### src/rtl/nrisc_pkg.sv
// nRisc shared datapath types and constants.
// Imported by the operand select pipeline.
package nrisc_pkg;

  localparam int WORD_W = 8;

  typedef logic [WORD_W-1:0] word_t;

  localparam logic EXT_ZERO = 1'b0;
  localparam logic EXT_SIGN = 1'b1;

endpackage

### src/rtl/operand_skid.sv
// Two-entry valid/ready register slice.
// Output reg O plus skid reg S; in_ready is registered.
module operand_skid #(
  parameter int WIDTH = 8
) (
  input  logic             clk,
  input  logic             rst_n,
  input  logic             in_valid,
  output logic             in_ready,
  input  logic [WIDTH-1:0] in_data,
  output logic             out_valid,
  input  logic             out_ready,
  output logic [WIDTH-1:0] out_data
);

  logic             rst_n_q;
  logic             o_valid;
  logic [WIDTH-1:0] o_data;
  logic             s_valid;
  logic [WIDTH-1:0] s_data;
  logic             accept;

  assign in_ready  = rst_n_q & ~s_valid;
  assign accept    = in_valid & in_ready;
  assign out_valid = o_valid;
  assign out_data  = o_data;

  // Strict FIFO slice: O never overwritten while stalled.
  always_ff @(posedge clk) begin
    if (!rst_n) begin
      rst_n_q <= 1'b0;
      o_valid <= 1'b0;
      o_data  <= '0;
      s_valid <= 1'b0;
      s_data  <= '0;
    end else begin
      rst_n_q <= 1'b1;
      if (s_valid) begin
        if (out_ready) begin
          o_data  <= s_data;
          s_valid <= 1'b0;
        end
      end else if (accept) begin
        if (!o_valid || out_ready) begin
          o_data  <= in_data;
          o_valid <= 1'b1;
        end else begin
          s_data  <= in_data;
          s_valid <= 1'b1;
        end
      end else if (o_valid && out_ready) begin
        o_valid <= 1'b0;
      end
    end
  end

endmodule

### src/rtl/operand_sel_pipe.sv
// Registered N-source / immediate operand selector.
// Selection and extension feed an operand_skid slice.
module operand_sel_pipe
  import nrisc_pkg::*;
#(
  parameter int WIDTH   = WORD_W,
  parameter int NUM_SRC = 4,
  parameter int IMM_W   = 4,
  parameter int SEL_W   = $clog2(NUM_SRC)
) (
  input  logic                     clk,
  input  logic                     rst_n,
  input  logic                     in_valid,
  output logic                     in_ready,
  input  logic [SEL_W-1:0]         sel,
  input  logic [NUM_SRC*WIDTH-1:0] src_flat,
  input  logic [IMM_W-1:0]         imm,
  input  logic                     imm_en,
  input  logic                     sext,
  output logic                     out_valid,
  input  logic                     out_ready,
  output logic [WIDTH-1:0]         out_data,
  output logic                     sel_err
);

  logic [WIDTH-1:0] ext;
  logic [WIDTH-1:0] operand;
  logic             sel_oor;
  logic             fill;

  assign fill = (sext == EXT_SIGN) & imm[IMM_W-1];

  generate
    if (IMM_W == WIDTH) begin : g_pass
      assign ext = imm;
    end else begin : g_ext
      assign ext = {{(WIDTH-IMM_W){fill}}, imm};
    end
  endgenerate

  assign sel_oor = ~imm_en & (32'(sel) >= NUM_SRC);

  // Operand mux; out-of-range select yields zero.
  always_comb begin
    operand = '0;
    if (imm_en) begin
      operand = ext;
    end else begin
      for (int k = 0; k < NUM_SRC; k++) begin
        if (32'(sel) == k) begin
          operand = src_flat[k*WIDTH +: WIDTH];
        end
      end
    end
  end

  // Sticky flag for accepted out-of-range selects.
  always_ff @(posedge clk) begin
    if (!rst_n) begin
      sel_err <= 1'b0;
    end else if (in_valid && in_ready && sel_oor) begin
      sel_err <= 1'b1;
    end
  end

  operand_skid #(
    .WIDTH(WIDTH)
  ) u_skid (
    .clk      (clk),
    .rst_n    (rst_n),
    .in_valid (in_valid),
    .in_ready (in_ready),
    .in_data  (operand),
    .out_valid(out_valid),
    .out_ready(out_ready),
    .out_data (out_data)
  );

endmodule
### config.mk
export PLATFORM = sky130hd
export DESIGN_NAME = operand_sel_pipe
export DESIGN_NICKNAME = d
export VERILOG_FILES = /design/src/rtl/nrisc_pkg.sv /design/src/rtl/operand_skid.sv /design/src/rtl/operand_sel_pipe.sv
export SDC_FILE = /design/constraint.sdc
export NUM_CORES = 1
export LEC_CHECK = 0
export BUFFER_PORTS_ARGS = -buffer_cell sky130_fd_sc_hd__clkbuf_2
export CAP_MARGIN = 10
export CORE_AREA = 2 2 53 55
export CTS_CLUSTER_SIZE = 24
export DETAILED_ROUTE_END_ITERATION = 10
export DIE_AREA = 0 0 55 57
export GPL_TIMING_DRIVEN = 1
export PLACE_DENSITY = 0.74
export SETUP_SLACK_MARGIN = 0.2
export SLEW_MARGIN = 20
export SYNTH_ARGS = -nofsm -noshare
export SYNTH_HDL_FRONTEND = slang
export SYNTH_SLANG_ARGS = --single-unit
### constraint.sdc
create_clock -name clk -period 2.7 [get_ports clk]
set_input_delay 0.405 -clock clk [delete_from_list [all_inputs] [get_ports clk]]
set_output_delay 0.405 -clock clk [all_outputs]
set_load 0.05 [all_outputs]
=== Yosys cells after proc, flatten, opt, wreduce, memory -nomap -nowiden ===
Cells that the tools add are included.

* Eq/ne operators: 5
* Mux-type cells: 17
* Bitwise gates (word level): 5
* Reductions and logical operators: 10

{| class="wikitable"
|+ Operator list
! kind !! number
|-
| $mux W8 || 9
|-
| $reduce_and A3 Y1 || 3
|-
| $mux W1 || 8
|-
| $reduce_bool A2 Y1 || 3
|-
| $eq A2 B2 Y1 const B || 2
|-
| $ne A2 B2 Y1 const B || 2
|-
| $and A1 B1 Y1 || 3
|-
| $eq A2 B1 Y1 const B || 1
|-
| $logic_not A2 Y1 || 1
|-
| $not A1 Y1 || 2
|-
| $logic_and A1 B1 Y1 || 1
|-
| $logic_not A1 Y1 || 1
|-
| $logic_or A1 B1 Y1 || 1
|}

* Register bits: 19
* Input port bits: 44

=== Depth between registers and ports, before layout ===
Gate-level depths: netlist of run 1.

* Depth in word-level cells: 9
* Gate-level depth with buffers: 6

=== By module ===
From an unflattened synthesis of run 1, not the netlist that was laid out.

* Cell total of the unflattened synthesis: 128
* Area, all modules: 1191.1 um2

{| class="wikitable"
|+ Modules (own cells, without submodules)
! module !! instances !! cells each !! area each (um2)
|-
| operand_skid || 1 || 85 || 849.6
|-
| operand_sel_pipe || 1 || 43 || 341.6
|}

=== Worst setup path before layout of run 1 ===
OpenSTA, ideal clock, no wires.

* Path type: reg2out
* Start point: reg u_skid.s_valid
* End point: out in_ready
* Arrival time: 1.305 ns
* Data required time: 2.295 ns
* Path slack: 0.990 ns
* Stages on the path, launching flop included: 4
* Cells stage by stage: dfxtp_1 -> buf_6 -> clkbuf_1 -> nor2b_1

* Cells in the longest elaborated chain, start to end: 2

{| class="wikitable"
|+ RTL lines
! element !! line !! text
|-
| from (decl) || operand_skid.sv:19 || <nowiki>logic s_valid;</nowiki>
|-
| from (signal assigned) || operand_skid.sv:34 || <nowiki>s_valid <= 1'b0;</nowiki>
|-
| from (signal assigned) || operand_skid.sv:41 || <nowiki>s_valid <= 1'b0;</nowiki>
|-
| from (signal assigned) || operand_skid.sv:49 || <nowiki>s_valid <= 1'b1;</nowiki>
|-
| $not A1 Y1 (no line) || -- ||
|-
| $and A1 B1 Y1 || operand_skid.sv:23 || <nowiki>assign in_ready = rst_n_q & ~s_valid;</nowiki>
|-
| to (decl) || operand_sel_pipe.sv:14 || <nowiki>output logic in_ready,</nowiki>
|}

No other way between the ends.

=== Worst setup path after layout of run 1 ===
* Start point: reg u_skid.s_valid
* End point: reg u_skid.s_data[3]

* Cells in the longest elaborated chain, start to end: 4

{| class="wikitable"
|+ RTL lines
! element !! line !! text
|-
| $not A1 Y1 (no line) (*) || -- ||
|-
| $and A1 B1 Y1 || operand_skid.sv:23 ||
|-
| $and A1 B1 Y1 || operand_skid.sv:24 || <nowiki>assign accept = in_valid & in_ready;</nowiki>
|-
| $reduce_and A3 Y1 (no line) (*) || -- ||
|-
| to (signal assigned) || operand_skid.sv:48 || <nowiki>s_data <= in_data;</nowiki>
|-
| to (decl) || operand_skid.sv:20 || <nowiki>logic [WIDTH-1:0] s_data;</nowiki>
|}

Every way passes the cells marked *; elsewhere a longest branch is shown, timed or not.
A chain may end at the register's enable or synchronous reset.

==> results of run 1 <==
==> cells by family after synthesis <==
| family | count (synthesis) | synth area share |
|---|---|---|
| other cells | 1 | 0.00339 |
| flops | 19 | 0.344 |
| buf+inv | 11 | 0.0667 |
| mux | 8 | 0.163 |
| compound gates | 33 | 0.214 |
| simple gates | 31 | 0.209 |
==> state kept, by name, indices dropped and copies added (netlist names) <==
name / cells
u_skid.out_data: 8
u_skid.out_valid: 1
u_skid.rst_n_q: 1
u_skid.s_data: 8
u_skid.s_valid: 1
==> worst max path at each step <==
stage,startpoint,endpoint,slack (ns),cells after the start
3_5_place_dp,out_ready,u_skid.out_data[5]$_SDFFE_PN0P_,0.95,5
3_3_place_gp,sel[0],u_skid.out_data[2]$_SDFFE_PN0P_,0.98,5
2_1_floorplan,u_skid.s_valid$_SDFF_PN0_,in_ready,0.99,3
4_1_cts,u_skid.s_valid$_SDFF_PN0_,u_skid.s_data[7]$_SDFFE_PN0P_,0.91,4
6_report,u_skid.s_valid$_SDFF_PN0_,u_skid.s_data[3]$_SDFFE_PN0P_,0.88,4
5_1_grt,u_skid.s_valid$_SDFF_PN0_,u_skid.s_data[7]$_SDFFE_PN0P_,0.71,4
==> metal layers <==
metal | global-route usage | vias up | wire (um)
li1 | - | 490 | -
met1 | 0.243 | 468 | 1160
met2 | 0.293 | 52 | 1160
met3 | 0.0183 | 4 | 214
met4 | 0.0662 | 0 | 24
met5 | 0 | - | 0
==> critical path, stage by stage, from the launching register on <==
cell and delay, ns:
dfxtp_1 0.51, nand3b_4 0.26, nor3b_4 0.63, o21ai_0 0.17
a31oi_1 0.17
==> cells in the final DEF (no fill, tap or decap), drive strengths merged <==
master,count
clkinv,1
mux4,8
nor3b,1
a31oi,8
nand3,1
dfxtp,19
o2111a,4
and3b,1
or2,1
clkbuf,56
a21boi,1
a21oi,7
o21ai,9
nor2b,2
o211ai,4
nand2b,8
conb,1
nand4b,4
nand2,4
nand3b,9
inv,1
==> layout make-up <==
cell class / count / area [um^2]
clock buffer: 3 / 22.5
clock inverter: 1 / 5.00
fill: 274 / 1250
inverter: 1 / 3.75
multi-input combinational: 73 / 652
sequential: 19 / 380
tap: 31 / 38.8
timing repair buffer: 53 / 265
==> power groups by stage <==
stage / Sequential [uW] / Combinational, uW / Clock, uW
2_1_floorplan: 341 / 77.9 / 0
3_3_place_gp: 308 / 157 / 0
3_5_place_dp: 308 / 160 / 0
4_1_cts: 302 / 160 / 146
5_1_grt: 303 / 173 / 158
6_report: 302 / 159 / 146
==> synthesized netlist by cell type, drive strengths merged <==
cell type  instances
or2                1
a31oi              8
inv                1
mux4               8
a21oi              7
o2111a             4
a21boi             1
nor3b              1
nand2b             8
dfxtp             19
clkbuf             4
nand4b             4
o21ai              9
nand3              1
nor2b              2
nand3b             9
conb               1
nand2              4
and3b              1
o211ai             4
buf                6
==> per-stage QoR <==
| step | instances | worst slack (ns) |
|---|---|---|
| 3_3_place_gp | 177 | 0.980 |
| 2_1_floorplan | 103 | 0.990 |
| 3_5_place_dp | 177 | 0.948 |
| 6_report | 181 | 0.878 |
| 4_1_cts | 181 | 0.908 |
| 5_1_grt | 181 | 0.712 |
==> out/results.txt, run 1 <==
status: finished clean
CTS root buf: clkbuf_4
setup bufs post-CTS: 0
vias in the first global route: 1000
top cells by area, synth: dfxtp_1 (34%), mux4_2 (16%), nand3b_1 (5.4%)
Pre-Repair DR Iteration Count: 4
Endpoint, Worst Hold: u_skid.s_data[1]$_SDFFE_PN0P_
fin crit share: 0.675
DRT antenna net count: 0
worst vdd ir: 0.297 mV
sequential share of power: 0.497
clk buf depth: 2
crit path DAT: 2.05 ns
YS warnings: 0
Least-Margin Pin Slew: 0.745 ns
sequential fraction of the synthesis area: 0.344
CTS tree: yes
clock sinks: 19
DP Wirelength: 2010 um
DRC viols: 0
chip height: 57 um
Max-Cap Viols: 0
Hold Crit Start: imm[1]
Yosys cell types: 29
Critical Path End Type: flop
Slew Limit Fails: 0
RSZ-0062 raised after global routing: false
IO Pins: 55
Overall Power: 607 uW
setup TNS: 0 ns
internal power: 415 uW
Critical Path Source Type: flop
Clock Power Share: 0.241
clk_lat worst skew: 0.30 ns
worst setup path class: flop to flop
# rows: 19
WHS Path Cells: 3
port buffer count: 53
routed vias: 1014
total CTS buffers: 3
Mapped Cells: 103
sw frac: 0.316
Finish-stage setup viols: 0
initial antenna violation count: 0
CP Data Required Time: 2.93 ns
GP Congestion: 0.739
Net Count, Synth: 147
RR Startpoint: u_skid.s_valid$_SDFF_PN0_
mean post-synth cell area: 10.7 um^2
final hold violations: 0
core area: 2620 um^2
largest net degree at the start of global routing: 20
layout cells sized above 1: 0.480
H-tree depth: 1
power share of the combinational group: 0.262
final core occ: 0.523
Routed WL: 2560 um
pwr/cell area: 444 nW/um^2
fmax: 0.549 GHz
worst clock skew: 0.00989 ns
depth of the worst register-to-register path: 4
Layout Nets: 195
Net Switching: 192 uW
antenna cells: 0
post-cts sizing count: 0
R2R Path End: u_skid.s_data[3]$_SDFFE_PN0P_
Post-CTS Hold Fix Bufs: 0
crit-path max FO: 19
Final Critical Period: 1.82 ns
Leakage: 0.000586 uW
worst hold slack: 0.376 ns
area grow syn2layout: 23.6%
post-route cell area: 1370 um^2
Slew headroom: 0.503
first-pass GRT wire length: 4190 um
register bit total from synthesis: 19
Yosys top cell by area: dfxtp_1
Overflow after GRT: 0
die width: 55 um
vias per inst: 5.60
initial core utilization: 0.423
Worst Hold Class: input pin to flop
top-area cell type share of the netlist area: 0.344
R2R Setup Slk: 0.88 ns
synthesized cell area: 1110 um^2
clock-pin slew on the worst setup and hold paths: 0.12 ns
WL per Instance: 14.2 um
placed inst area: 1340 um^2
DRT iter0 DRCs: 13
Die ar.: 3140 um^2
gr usage total: 0.180
(Power assumes the default switching activity.)
==> run 2: changes to the inputs <==
--- a/config.mk
+++ b/config.mk
@@ -7,12 +7,12 @@
 export LEC_CHECK = 0
 export BUFFER_PORTS_ARGS = -buffer_cell sky130_fd_sc_hd__clkbuf_2
 export CAP_MARGIN = 10
-export CORE_AREA = 2 2 53 55
+export CORE_AREA = 2 2 56 58
 export CTS_CLUSTER_SIZE = 24
 export DETAILED_ROUTE_END_ITERATION = 10
-export DIE_AREA = 0 0 55 57
+export DIE_AREA = 0 0 58 60
 export GPL_TIMING_DRIVEN = 1
-export PLACE_DENSITY = 0.74
+export PLACE_DENSITY = 0.7
 export SETUP_SLACK_MARGIN = 0.2
 export SLEW_MARGIN = 20
 export SYNTH_ARGS = -nofsm -noshare
==> constraint.sdc (replaced) <==
create_clock -name clk -period 1.6 [get_ports clk]
set_input_delay 0.24 -clock clk [delete_from_list [all_inputs] [get_ports clk]]
set_output_delay 0.24 -clock clk [all_outputs]
set_load 0.05 [all_outputs]
==> run 2 against run 1 <==
Effect of this change: first-iteration DRC count is 15% higher; worst setup slack worse by 0.63 ns; register-to-register slack worse by 0.61 ns; core utilization is 3.0 points lower; largest cell class unchanged.
==> out/results.txt, run 2 (same netlist as run 1, synthesis figures left out) <==
Slew Limit Fails: 0 (unchanged)
setup TNS: 0 ns (unchanged)
CTS root buf: clkbuf_4 (unchanged)
vias in the first global route: 1074 (was 1000)
crit-path max cell delay: 0.40 ns (was 0.63 ns)
most common cell after layout, fill and taps aside: clkbuf_2 (unchanged)
layout cells sized above 1: 0.513 (was 0.480)
grt met3 use: 0.0152 (was 0.0183)
power share of the combinational group: 0.274 (was 0.262)
sequential cell area: 382 um^2 (was 380 um^2)
routed vias: 1034 (was 1014)
sequential share of power: 0.490 (was 0.497)
met2 Usage GRT: 0.313 (was 0.293)
fin crit share: 0.845
R2R Setup Slk: 0.27 ns (was 0.88 ns)
depth of the worst register-to-register path: 5 (was 4)
Worst Hold Class: input pin to flop (unchanged)
H-tree depth: 1 (unchanged)
RR Startpoint: u_skid.s_valid$_SDFF_PN0_ (unchanged)
crit path cell chain: nor2b_2, clkbuf_2 (was nand3b_4, nor3b_4, o21ai_0, a31oi_1)
core area: 2900 um^2 (was 2620 um^2)
gr busiest metal: met2 (unchanged)
Die ar.: 3480 um^2 (was 3140 um^2)
DRC viols: 0 (unchanged)
Critical Path End Type: output pin (was flop)
GP Congestion: 0.683 (was 0.739)
Routed WL: 2650 um (was 2560 um)
worst clock skew: 0.0164 ns (was 0.00989 ns)
R2R Path End: u_skid.out_data[2]$_SDFFE_PN0P_ (was u_skid.s_data[3]$_SDFFE_PN0P_)
initial antenna violation count: 0 (unchanged)
DRT iter0 DRCs: 15 (was 13)
Finish-stage setup viols: 0 (unchanged)
capture point of the worst path: in_ready (was u_skid.s_data[3]$_SDFFE_PN0P_)
chip height: 60 um (was 57 um)
Pre-Repair DR Iteration Count: 4 (unchanged)
port buffer count: 53 (unchanged)
Net Switching: 325 uW (was 192 uW)
clock-pin slew on the worst setup and hold paths: 0.12 ns (about the same)
Clock Power Share: 0.236 (was 0.241)
area taken by multi-input logic gates: 662 um^2 (was 652 um^2)
clk_lat worst skew: 0.30 ns (about the same)
largest net degree at the start of global routing: 20 (unchanged)
worst setup path class: flop to output pin (was flop to flop)
WL per Instance: 14.0 um (was 14.2 um)
Layout Nets: 201 (was 195)
area grow syn2layout: 29.3% (was 23.6%)
internal power: 710 uW (was 415 uW)
crit path from: u_skid.rst_n_q$_DFF_P_ (was u_skid.s_valid$_SDFF_PN0_)
vias per inst: 5.47 (was 5.60)
total CTS buffers: 3 (unchanged)
CP Data Required Time: 1.36 ns (was 2.93 ns)
clock sinks: 19 (unchanged)
crit-path max FO: 3 (was 19)
Max-Cap Viols: 0 (unchanged)
sw frac: 0.314 (was 0.316)
antenna cells: 0 (unchanged)
first-pass GRT wire length: 4400 um (was 4190 um)
clk buf depth: 2 (unchanged)
grt met1 use: 0.189 (was 0.243)
die width: 58 um (was 55 um)
CTS tree: yes (unchanged)
status: finished clean (unchanged)
final hold violations: 0 (unchanged)
worst vdd ir: 0.348 mV (was 0.297 mV)
fmax: 0.739 GHz
DRT antenna net count: 0 (unchanged)
Leakage: 0.000620 uW (was 0.000586 uW)
most frequent cells in the layout: clkbuf_2 (53), dfxtp_1 (18), mux4_2 (8), nand2b_1 (8), nand3b_1 (8) (was clkbuf_2 (53), dfxtp_1 (19), mux4_2 (8), nand2b_1 (8), nand3b_1 (8))
Overflow after GRT: 0 (unchanged)
slowest CP cell: dfxtp_1 (was nor3b_4)
Fillers: 264 (was 274)
Critical Path Source Type: flop (unchanged)
crit path DAT: 1.11 ns (was 2.05 ns)
DP Wirelength: 2120 um (was 2010 um)
IO Pins: 55 (unchanged)
pwr/cell area: 724 nW/um^2 (was 444 nW/um^2)
Final Critical Period: 1.35 ns
final core occ: 0.493 (was 0.523)
# rows: 20 (was 19)
RSZ-0062 raised after global routing: false (unchanged)
initial core utilization: 0.381 (was 0.423)
gr usage total: 0.166 (was 0.180)
Post-CTS Hold Fix Bufs: 0 (unchanged)
## run 2: cell count changes in the layout (fill, tap and decap cells not counted), sizes merged
cell	previous run	this run
buf	0	6
## run 2: final cells by class
cell class                 instances  area share
multi-input combinational         73       0.463
sequential                        19       0.267
clock inverter                     1     0.00350
tap                               33      0.0289
inverter                           1     0.00262
clock buffer                       3      0.0157
timing repair buffer              59       0.220
## run 2: timing repair
item / in CTS / in global routing
endpoints found under the setup margin: 4 / 1
endpoints found under the hold margin: 0 / 0
pin swaps: 1 / 0
gates resized for setup: 1 / 1
buffers inserted: 1 / 0
## run 2: routing by layer
layer	part of all wire	wire length [um]
met1	0.40	1060
met2	0.53	1410
met3	0.058	154
met4	0.011	30
met5	0	0
## run 2: through the flow
stage	instance area (um^2)	instances	power, uW	hold slack, ns	setup slack, ns
final	1430	189	1040	0.205	0.247
after global routing	1430	189	1080	0.235	0.205
after CTS	1430	189	1040	0.209	0.234
after detailed placement	1380	184	800	0.511	0.106
after global placement	1380	184	791	0.494	0.161
after floorplan	1110	103	707	0.268	0.262
## run 2: worst min-delay path by stage
stage | startpoint | endpoint | slack, ns | cells past startpoint
after detailed placement | u_skid.out_valid$_SDFFE_PN0P_ | u_skid.out_valid$_SDFFE_PN0P_ | 0.51 | 2
after CTS | imm[2] | u_skid.s_data[2]$_SDFFE_PN0P_ | 0.21 | 3
final | imm[3] | u_skid.s_data[3]$_SDFFE_PN0P_ | 0.20 | 3
after global routing | imm[2] | u_skid.s_data[2]$_SDFFE_PN0P_ | 0.23 | 3
after global placement | u_skid.out_valid$_SDFFE_PN0P_ | u_skid.out_valid$_SDFFE_PN0P_ | 0.49 | 2
after floorplan | rst_n | u_skid.rst_n_q$_DFF_P_ | 0.27 | 0
## run 2: power groups by stage
stage	clock [uW]	combinational (uW)	sequential (uW)
2_1_floorplan	0	132	575
3_3_place_gp	0	273	518
3_5_place_dp	0	281	519
4_1_cts	249	286	508
5_1_grt	263	306	510
6_report	244	283	507
## run 2: critical path, delay by kind of cell (launching register included)
kind	cells	cell delay, ns
flops	1	0.40
buf+inv	1	0.27
simple gates	1	0.16
